## src/rtl/fan_temp_ctrl.sv

```systemverilog
// Fan motor PWM controller driven by the DHT11 temperature/humidity bytes.
// Auto mode picks a speed level 0-3 via a hysteresis zone FSM on temperature.
// Manual mode takes the level from manual_level. The applied level ramps
// one step per PWM period, only at the period boundary.
// Optional feature macro: HUMID_BOOST_EN (auto target bumped one level when
// humidity >= H_BOOST).
module fan_temp_ctrl #(
  parameter int unsigned PWM_PERIOD = 100_000,
  parameter int unsigned DUTY1      = 40,
  parameter int unsigned DUTY2      = 70,
  parameter int unsigned T1         = 26,
  parameter int unsigned T2         = 28,
  parameter int unsigned T3         = 30,
  parameter int unsigned HYST       = 1,
  parameter int unsigned H_BOOST    = 80
) (
  input  logic       clk,
  input  logic       reset_p,
  input  logic [7:0] temperature,
  input  logic [7:0] humidity,
  input  logic       auto_en,
  input  logic [1:0] manual_level,
  output logic       fan_pwm,
  output logic [1:0] speed_level,
  output logic       period_tick
);

  localparam int unsigned CW = $clog2(PWM_PERIOD);
  localparam logic [CW-1:0] CNT_MAX = CW'(PWM_PERIOD - 1);

  // Duty thresholds in clk cycles; one extra bit so D3 can hold PWM_PERIOD.
  localparam logic [CW:0] D1 = (CW+1)'(PWM_PERIOD * DUTY1 / 100);
  localparam logic [CW:0] D2 = (CW+1)'(PWM_PERIOD * DUTY2 / 100);
  localparam logic [CW:0] D3 = (CW+1)'(PWM_PERIOD);

  localparam logic [8:0] T1_V    = 9'(T1);
  localparam logic [8:0] T2_V    = 9'(T2);
  localparam logic [8:0] T3_V    = 9'(T3);
  localparam logic [8:0] HYST_V  = 9'(HYST);
  localparam logic [8:0] BOOST_V = 9'(H_BOOST);

`ifdef HUMID_BOOST_EN
  localparam bit BoostEn = 1'b1;
`else
  localparam bit BoostEn = 1'b0;
`endif

  typedef enum logic [1:0] {Z0, Z1, Z2, Z3} zone_e;

  zone_e         zone;
  logic          run;
  logic [CW-1:0] pwm_cnt;
  logic [CW:0]   dsel;
  logic [8:0]    temp9;
  logic [8:0]    temp_hyst;
  logic          no_data;
  logic          ge1, ge2, ge3;
  logic          lt1, lt2, lt3;
  logic          boost_req;
  logic [1:0]    zone_lvl;
  logic [1:0]    auto_lvl;
  logic [1:0]    target;

  // Threshold compares, 9-bit unsigned. "temp < T - HYST" is evaluated as
  // "temp + HYST < T" so a threshold smaller than HYST never wraps.
  always_comb begin
    temp9     = {1'b0, temperature};
    temp_hyst = temp9 + HYST_V;
    no_data   = (temperature == 8'd0) && (humidity == 8'd0);
    ge1       = temp9 >= T1_V;
    ge2       = temp9 >= T2_V;
    ge3       = temp9 >= T3_V;
    lt1       = temp_hyst < T1_V;
    lt2       = temp_hyst < T2_V;
    lt3       = temp_hyst < T3_V;
  end

  // Target level selection, including the optional humidity boost.
  always_comb begin
    zone_lvl  = zone;
    boost_req = BoostEn && ({1'b0, humidity} >= BOOST_V) && (zone != Z3);
    auto_lvl  = boost_req ? zone_lvl + 2'd1 : zone_lvl;
    target    = auto_en ? auto_lvl : manual_level;
  end

  // Duty count for the currently applied level.
  always_comb begin
    dsel = '0;
    unique case (speed_level)
      2'd0: dsel = '0;
      2'd1: dsel = D1;
      2'd2: dsel = D2;
      2'd3: dsel = D3;
    endcase
  end

  // Zone FSM: at most one step per clk; missing reader data pins it to Z0.
  always_ff @(posedge clk or posedge reset_p) begin
    if (reset_p) begin
      zone <= Z0;
    end else if (no_data) begin
      zone <= Z0;
    end else begin
      unique case (zone)
        Z0: if (ge1) zone <= Z1;
        Z1: begin
          if (ge2)      zone <= Z2;
          else if (lt1) zone <= Z0;
        end
        Z2: begin
          if (ge3)      zone <= Z3;
          else if (lt2) zone <= Z1;
        end
        Z3: if (lt3) zone <= Z2;
      endcase
    end
  end

  // PWM counter, period tick, registered PWM output and boundary ramp.
  // The first clk after reset only arms the counter, so the first tick lands
  // on the first clk and pwm_cnt==0 coincides with period_tick from then on.
  always_ff @(posedge clk or posedge reset_p) begin
    if (reset_p) begin
      run         <= 1'b0;
      pwm_cnt     <= '0;
      period_tick <= 1'b0;
      fan_pwm     <= 1'b0;
      speed_level <= 2'd0;
    end else begin
      run     <= 1'b1;
      fan_pwm <= ({1'b0, pwm_cnt} < dsel);
      if (!run) begin
        pwm_cnt     <= '0;
        period_tick <= 1'b1;
      end else if (pwm_cnt == CNT_MAX) begin
        pwm_cnt     <= '0;
        period_tick <= 1'b1;
        if (speed_level < target)      speed_level <= speed_level + 2'd1;
        else if (speed_level > target) speed_level <= speed_level - 2'd1;
      end else begin
        pwm_cnt     <= pwm_cnt + CW'(1);
        period_tick <= 1'b0;
      end
    end
  end

endmodule

```

## config.mk

```make
export PLATFORM = sky130hd
export DESIGN_NAME = fan_temp_ctrl
export DESIGN_NICKNAME = d
export VERILOG_FILES = /design/src/rtl/fan_temp_ctrl.sv
export SDC_FILE = /design/constraint.sdc
export NUM_CORES = 1
export LEC_CHECK = 0
export CAP_MARGIN = 20
export CORE_UTILIZATION = 51
export CTS_BUF_LIST = sky130_fd_sc_hd__clkbuf_4 sky130_fd_sc_hd__clkbuf_8
export DETAILED_ROUTE_END_ITERATION = 8
export GPL_ROUTABILITY_DRIVEN = 0
export PLACE_DENSITY = 0.86
export SLEW_MARGIN = 25
export SYNTH_ARGS = -nofsm -noshare
export SYNTH_HDL_FRONTEND = slang
export SYNTH_SLANG_ARGS = --single-unit
```

## constraint.sdc

```tcl
create_clock -name clk -period 3.1 [get_ports clk]
set_input_delay 0.775 -clock clk [delete_from_list [all_inputs] [get_ports clk]]
set_output_delay 0.775 -clock clk [all_outputs]
set_load 0.02 [all_outputs]
```

; ---- After elaboration in Yosys (flattened, before gate mapping)
; Index checks and enable logic that the tools add are counted.
[word_totals]
regBits = 24
out_inout_bits = 4
wordCells = 54
[op_classes]
addsub = 4
n_lt_le_gt_ge = 9
n_eq_ne = 11
mux = 16
reduce_logical = 8
[ops]
columns = cell, n
row1 = $pmux W18 S4, 1
row2 = $mux W17, 2
row3 = $lt A9 B5 Y1 const B, 3
row4 = $ge A8 B5 Y1 const B, 3
row5 = $mux W2, 10
row6 = $lt A17 B18 Y1, 1
row7 = $add A17 B1 Y17 const B, 1
row8 = $eq A17 B17 Y1 const B, 1
row9 = $logic_not A8 Y1, 2
row10 = $add A8 B1 Y9 const B, 1
row11 = $eq A2 B2 Y1 const B, 4
row12 = $ne A4 B4 Y1 const B, 2
row13 = $pmux W2 S4, 1
row14 = $ne A3 B3 Y1 const B, 2
row15 = $eq A2 B1 Y1 const B, 2
row16 = $logic_not A2 Y1, 2
row17 = $reduce_and A4 Y1, 1
row18 = $reduce_and A3 Y1, 1
row19 = $add A2 B1 Y2 const B, 1
row20 = $gt A2 B2 Y1, 1
row21 = $lt A2 B2 Y1, 1
row22 = $mux W1, 2
row23 = $reduce_bool A2 Y1, 1
row24 = $sub A2 B1 Y2 const B, 1
row25 = $logic_and A1 B1 Y1, 1

; ---- Logic depth before layout (Yosys ltp)
[depth]
word_depth = 6
mapped_depth = 9
depth_no_buf = 9

; ---- Worst setup path after synthesis
; No wires, ideal clock.
[synth_timing]
kind = input -> register
from = input port temperature[0]
to = register zone[1] (netlist: auto_lvl[1])
setup_time_ns = 0.119
t_arrival_ns = 2.033
t_required_ns = 2.981
setup_slack_ns = 0.948
stages = 8
path_cell_list = inv_1 -> ha_1 -> nor4b_2 -> nand4_1 -> and2_1 -> o211a_1 -> a41o_2 -> o21ba_1
[synth_via]
elab_chain_cells = 4
[synth_lines]
columns = item, line_no
row1 = from (decl), 19  ; input logic [7:0] temperature,
row2 = "$add A8 B1 Y9, or another cell as far along", 68  ; temp_hyst = temp9 + HYST_V;
row3 = "$lt A9 B5 Y1, or another cell as far along", 74  ; lt2 = temp_hyst < T2_V;
row4 = "$ne A4 B4 Y1 (no source line), or another cell as far along", -
row5 = $reduce_and A4 Y1 (no source line) / $mux W2 (equally long branches), -
row6 = to (signal assigned), 100  ; zone <= Z0;
row7 = to (signal assigned), 102  ; zone <= Z0;
row8 = to (signal assigned), 105  ; Z0: if (ge1) zone <= Z1;
row9 = to (decl), 50  ; zone_e zone;
; Several ways; a longest one is shown, not always the timed one.
; A chain may end at the register's enable or synchronous reset.

; ---- Worst setup path after layout
[layout_timing]
from = input port temperature[1]
to = register zone[1] (netlist: auto_lvl[1])
; Same word-level chain as after synthesis.

==> flow_summary_export.csv <==
group,metric,value,unit
detailed_routing,vias,1477,
setup_path,critical_path_class,"in2reg",
detailed_routing,wl_per_cell,12.5,µm
grt,grtUsageTotal,0.201,
setup_path,critPathTopFamily,"buffers and inverters",
placement,numPortBuffers,24,
detailed_routing,viasPerCell,5.53,
finish,fin_nets,265,
placement,post_dp_cell_area,0.00205,mm²
clocking,cts_resized,0,
yosys,synth_cell_type_count,38,
timing,period_share,0.817,
yosys,synth_fp_nets,238,
timing,min_period,2530,ps
clocking,cts_hold_buf,0,
yosys,ys_seq_area_frac,0.339,
setup_path,critPathCaptureType,"flop",
yosys,synth_edf_count,0,
floorplanning,die_width,60.9,µm
finish,drive_gt1_frac,0.0452,
power,sequentialPowerShare,0.483,
finish,final_area,0.00210,mm²
yosys,yosysWarnings,0,
detailed_routing,wl,3330,µm
job,maxCapViolCount,0,
detailed_routing,drc,0,
floorplanning,die-area,0.00371,mm²
grt,grt.overflow.total,0,
setup_path,start_kind,"primary input",
grt,grt_pass1_wl,5550,µm
power,intPower,528,µW
timing,grt_setup_unrepaired,"no",
clocking,ctsHtreeMaxLevel,1,
setup_path,crit_slowest_cell,"clkdlybuf4s50_1",
power,clockPowerShare,0.325,
setup_path,crit_fanout,8,
timing,hold_viol,0,
clocking,cts.sinks,24,
power,p_per_area,338,mW/mm²
clocking,postCtsSetupRepairBufs,0,
power,pwr-share-comb,0.192,
clocking,clockBufferDepth,2,
clocking,cts_tree,"built",
detailed_routing,postRouteAntennaNets,0,
floorplanning,core-area,0.00334,mm²
floorplanning,die_h,60.9,µm
power,switching_share,0.257,
grt,grt_start_max_net_pins,25,
worst_hold_path,hold_class,"reg2reg",
setup_path,slowest_delay,550,ps
clocking,clk_latency,330,ps
finish,multi_input_area,0.00110,mm²
power,p_sw,182,µW
timing,setup_viol,0,
finish,ff_latch_area,601,µm²
detailed_routing,drt_first_pass_iters,4,
grt,antenna_found_initial,0,
timing,skew,4.27,ps
timing,worstMarginPinSlew,870,ps
power,p_leak,0.979,nW
detailed_routing,drt_iter0_markers,95,
floorplanning,initial_core_util,0.531,
timing,fmax,0.395,GHz
finish,syn2layout_area_growth,18.7,%
setup_path,arrival,2770,ps
clocking,cts_root_buf,"clkbuf_4",
finish,fillCellCount,285,
timing,slew_violations,0,
grt,grt_pass1_vias,1349,
setup_path,cp.required,3330,ps
timing,totalNegativeSetupSlack,0,ps
yosys,ys_ff_latch,24,
setup_path,worstPathCellList,"clkdlybuf4s50_1, inv_1, ha_1, nor4b_2, nand4_1, and2_1, o211a_1, a41o_2, o21ba_1",
yosys,netlist_area,0.00177,mm²
yosys,syn_inst,195,
placement,hpwl,2630,µm
floorplanning,io-pin-count,25,
clocking,numCtsBuffers,3,
clocking,clkTransAtPathRegs,130,ps
power,ir_drop,0.000171,V
yosys,avgSynthCellArea,9.09,µm²
finish,diodes,0,
setup_path,cp_num_buf_inv,2,
yosys,synth_flop_cell,"dfrtp_1",
timing,slew_headroom,0.419,
outcome,status,"finished, final reports clean",
floorplanning,rows,21,
yosys,async_reset_ff_frac,1.00,
-- path summary, 6_finish.rpt --
kind	cells after the start	startpoint	slack (ps)	to
min in group asynchronous	2	reset_p	910	pwm_cnt[12]
hold / removal	1	pwm_cnt[0]	540	pwm_cnt[0]
hold reg to reg	1	pwm_cnt[0]	540	pwm_cnt[0]
setup / recovery	9	temperature[1]	570	auto_lvl[1]
max in group asynchronous	2	reset_p	1660	speed_level[1]
setup reg to reg	6	pwm_cnt[5]	1010	pwm_cnt[15]
-- worst reg2reg max path, stage by stage (launching register included) --
cell and delay, ps:
dfrtp_1 480, nor4b_2 260, nand4_1 110, nor4b_1 280
and3_1 220, nand2b_1 490, nor2_1 120
-- power by group through the flow --
stage          logic [mW]  registers [mW]  clock network (mW)
6_report            0.137           0.343               0.231
3_3_place_gp        0.133           0.349                   0
5_1_grt             0.155           0.345               0.242
3_5_place_dp        0.136           0.349                   0
4_1_cts             0.137           0.343               0.232
2_1_floorplan      0.0887           0.345                   0
-- area by class of cell --
cell class | count | area share
sequential | 24 | 0.286
clock inverter | 1 | 0.0143
multi-input combinational | 155 | 0.523
timing repair buffer | 24 | 0.114
clock buffer | 3 | 0.0107
tap | 46 | 0.0274
inverter | 14 | 0.0250
-- cells in the mapped netlist, types with 4 or more instances --
cell type / number / area (µm²)
a21oi_1: 10 / 50.1
and3_1: 4 / 25.0
dfrtp_1: 24 / 601
ha_1: 22 / 275
inv_1: 14 / 52.6
mux2i_1: 4 / 40.0
nand2_1: 14 / 52.6
nand3_1: 11 / 55.1
nand4_1: 4 / 25.0
nor2_1: 28 / 105
nor4_1: 4 / 25.0
xnor2_1: 6 / 52.6
xor2_1: 11 / 96.3
-- cell families after synthesis --
| group | Yosys count | share of synthesized area |
|---|---|---|
| buffers and inverters | 16 | 0.0403 |
| AND/OR/NAND/NOR | 84 | 0.251 |
| other | 1 | 0.00212 |
| multiplexers | 5 | 0.0290 |
| AO/OA/AOI/OAI | 26 | 0.0996 |
| flip-flops | 24 | 0.339 |
| adder cells (fa/ha/maj) | 22 | 0.155 |
| XOR/XNOR | 17 | 0.0840 |
-- metal layers --
| layer | vias up | track usage | part of all wire |
|---|---|---|---|
| met5 | - | 0 | 0 |
| met4 | 0 | 0.104 | 0.019 |
| met3 | 5 | 0.0235 | 0.027 |
| met2 | 31 | 0.355 | 0.50 |
| met1 | 699 | 0.239 | 0.45 |
| li1 | 742 | - | - |
-- cells in the final DEF (no fill, tap or decap), drive strengths merged, types with 2 or more instances in the layout --
master         Yosys  routed
nor4b              4       4
ha                22      22
clkbuf             0       3
o21ai              3       3
and3               5       5
mux2i              4       4
nand2             14      14
nand4              4       4
a21oi             10      10
nor3               3       3
nor4               4       4
xnor2              6       6
and4               2       2
nor2              28      28
xor2              11      11
a21o               3       3
inv               14      14
nand4b             2       2
nand2b             2       2
nand3             12      12
a311oi             2       2
dfrtp             24      24
and2               3       3
clkdlybuf4s50      0      24
-- stage by stage --
stage | setup WS (ps) | util | instances | power (mW) | hold slack [ps]
finish | 566 | 0.630 | 267 | 0.711 | 536
global route | 430 | 0.630 | 267 | 0.742 | 560
CTS | 574 | 0.630 | 267 | 0.713 | 536
detailed placement | 228 | 0.615 | 263 | 0.485 | 513
global placement | 309 | 0.615 | 263 | 0.482 | 507
floorplan | 948 | - | 195 | 0.433 | 470
-- sequential cells by signal, summed over array words and instances, names as in the netlist --
register	flops
pwm_cnt	17
auto_lvl	2
speed_level	2
fan_pwm	1
period_tick	1
run	1
(Power assumes the default switching activity.)
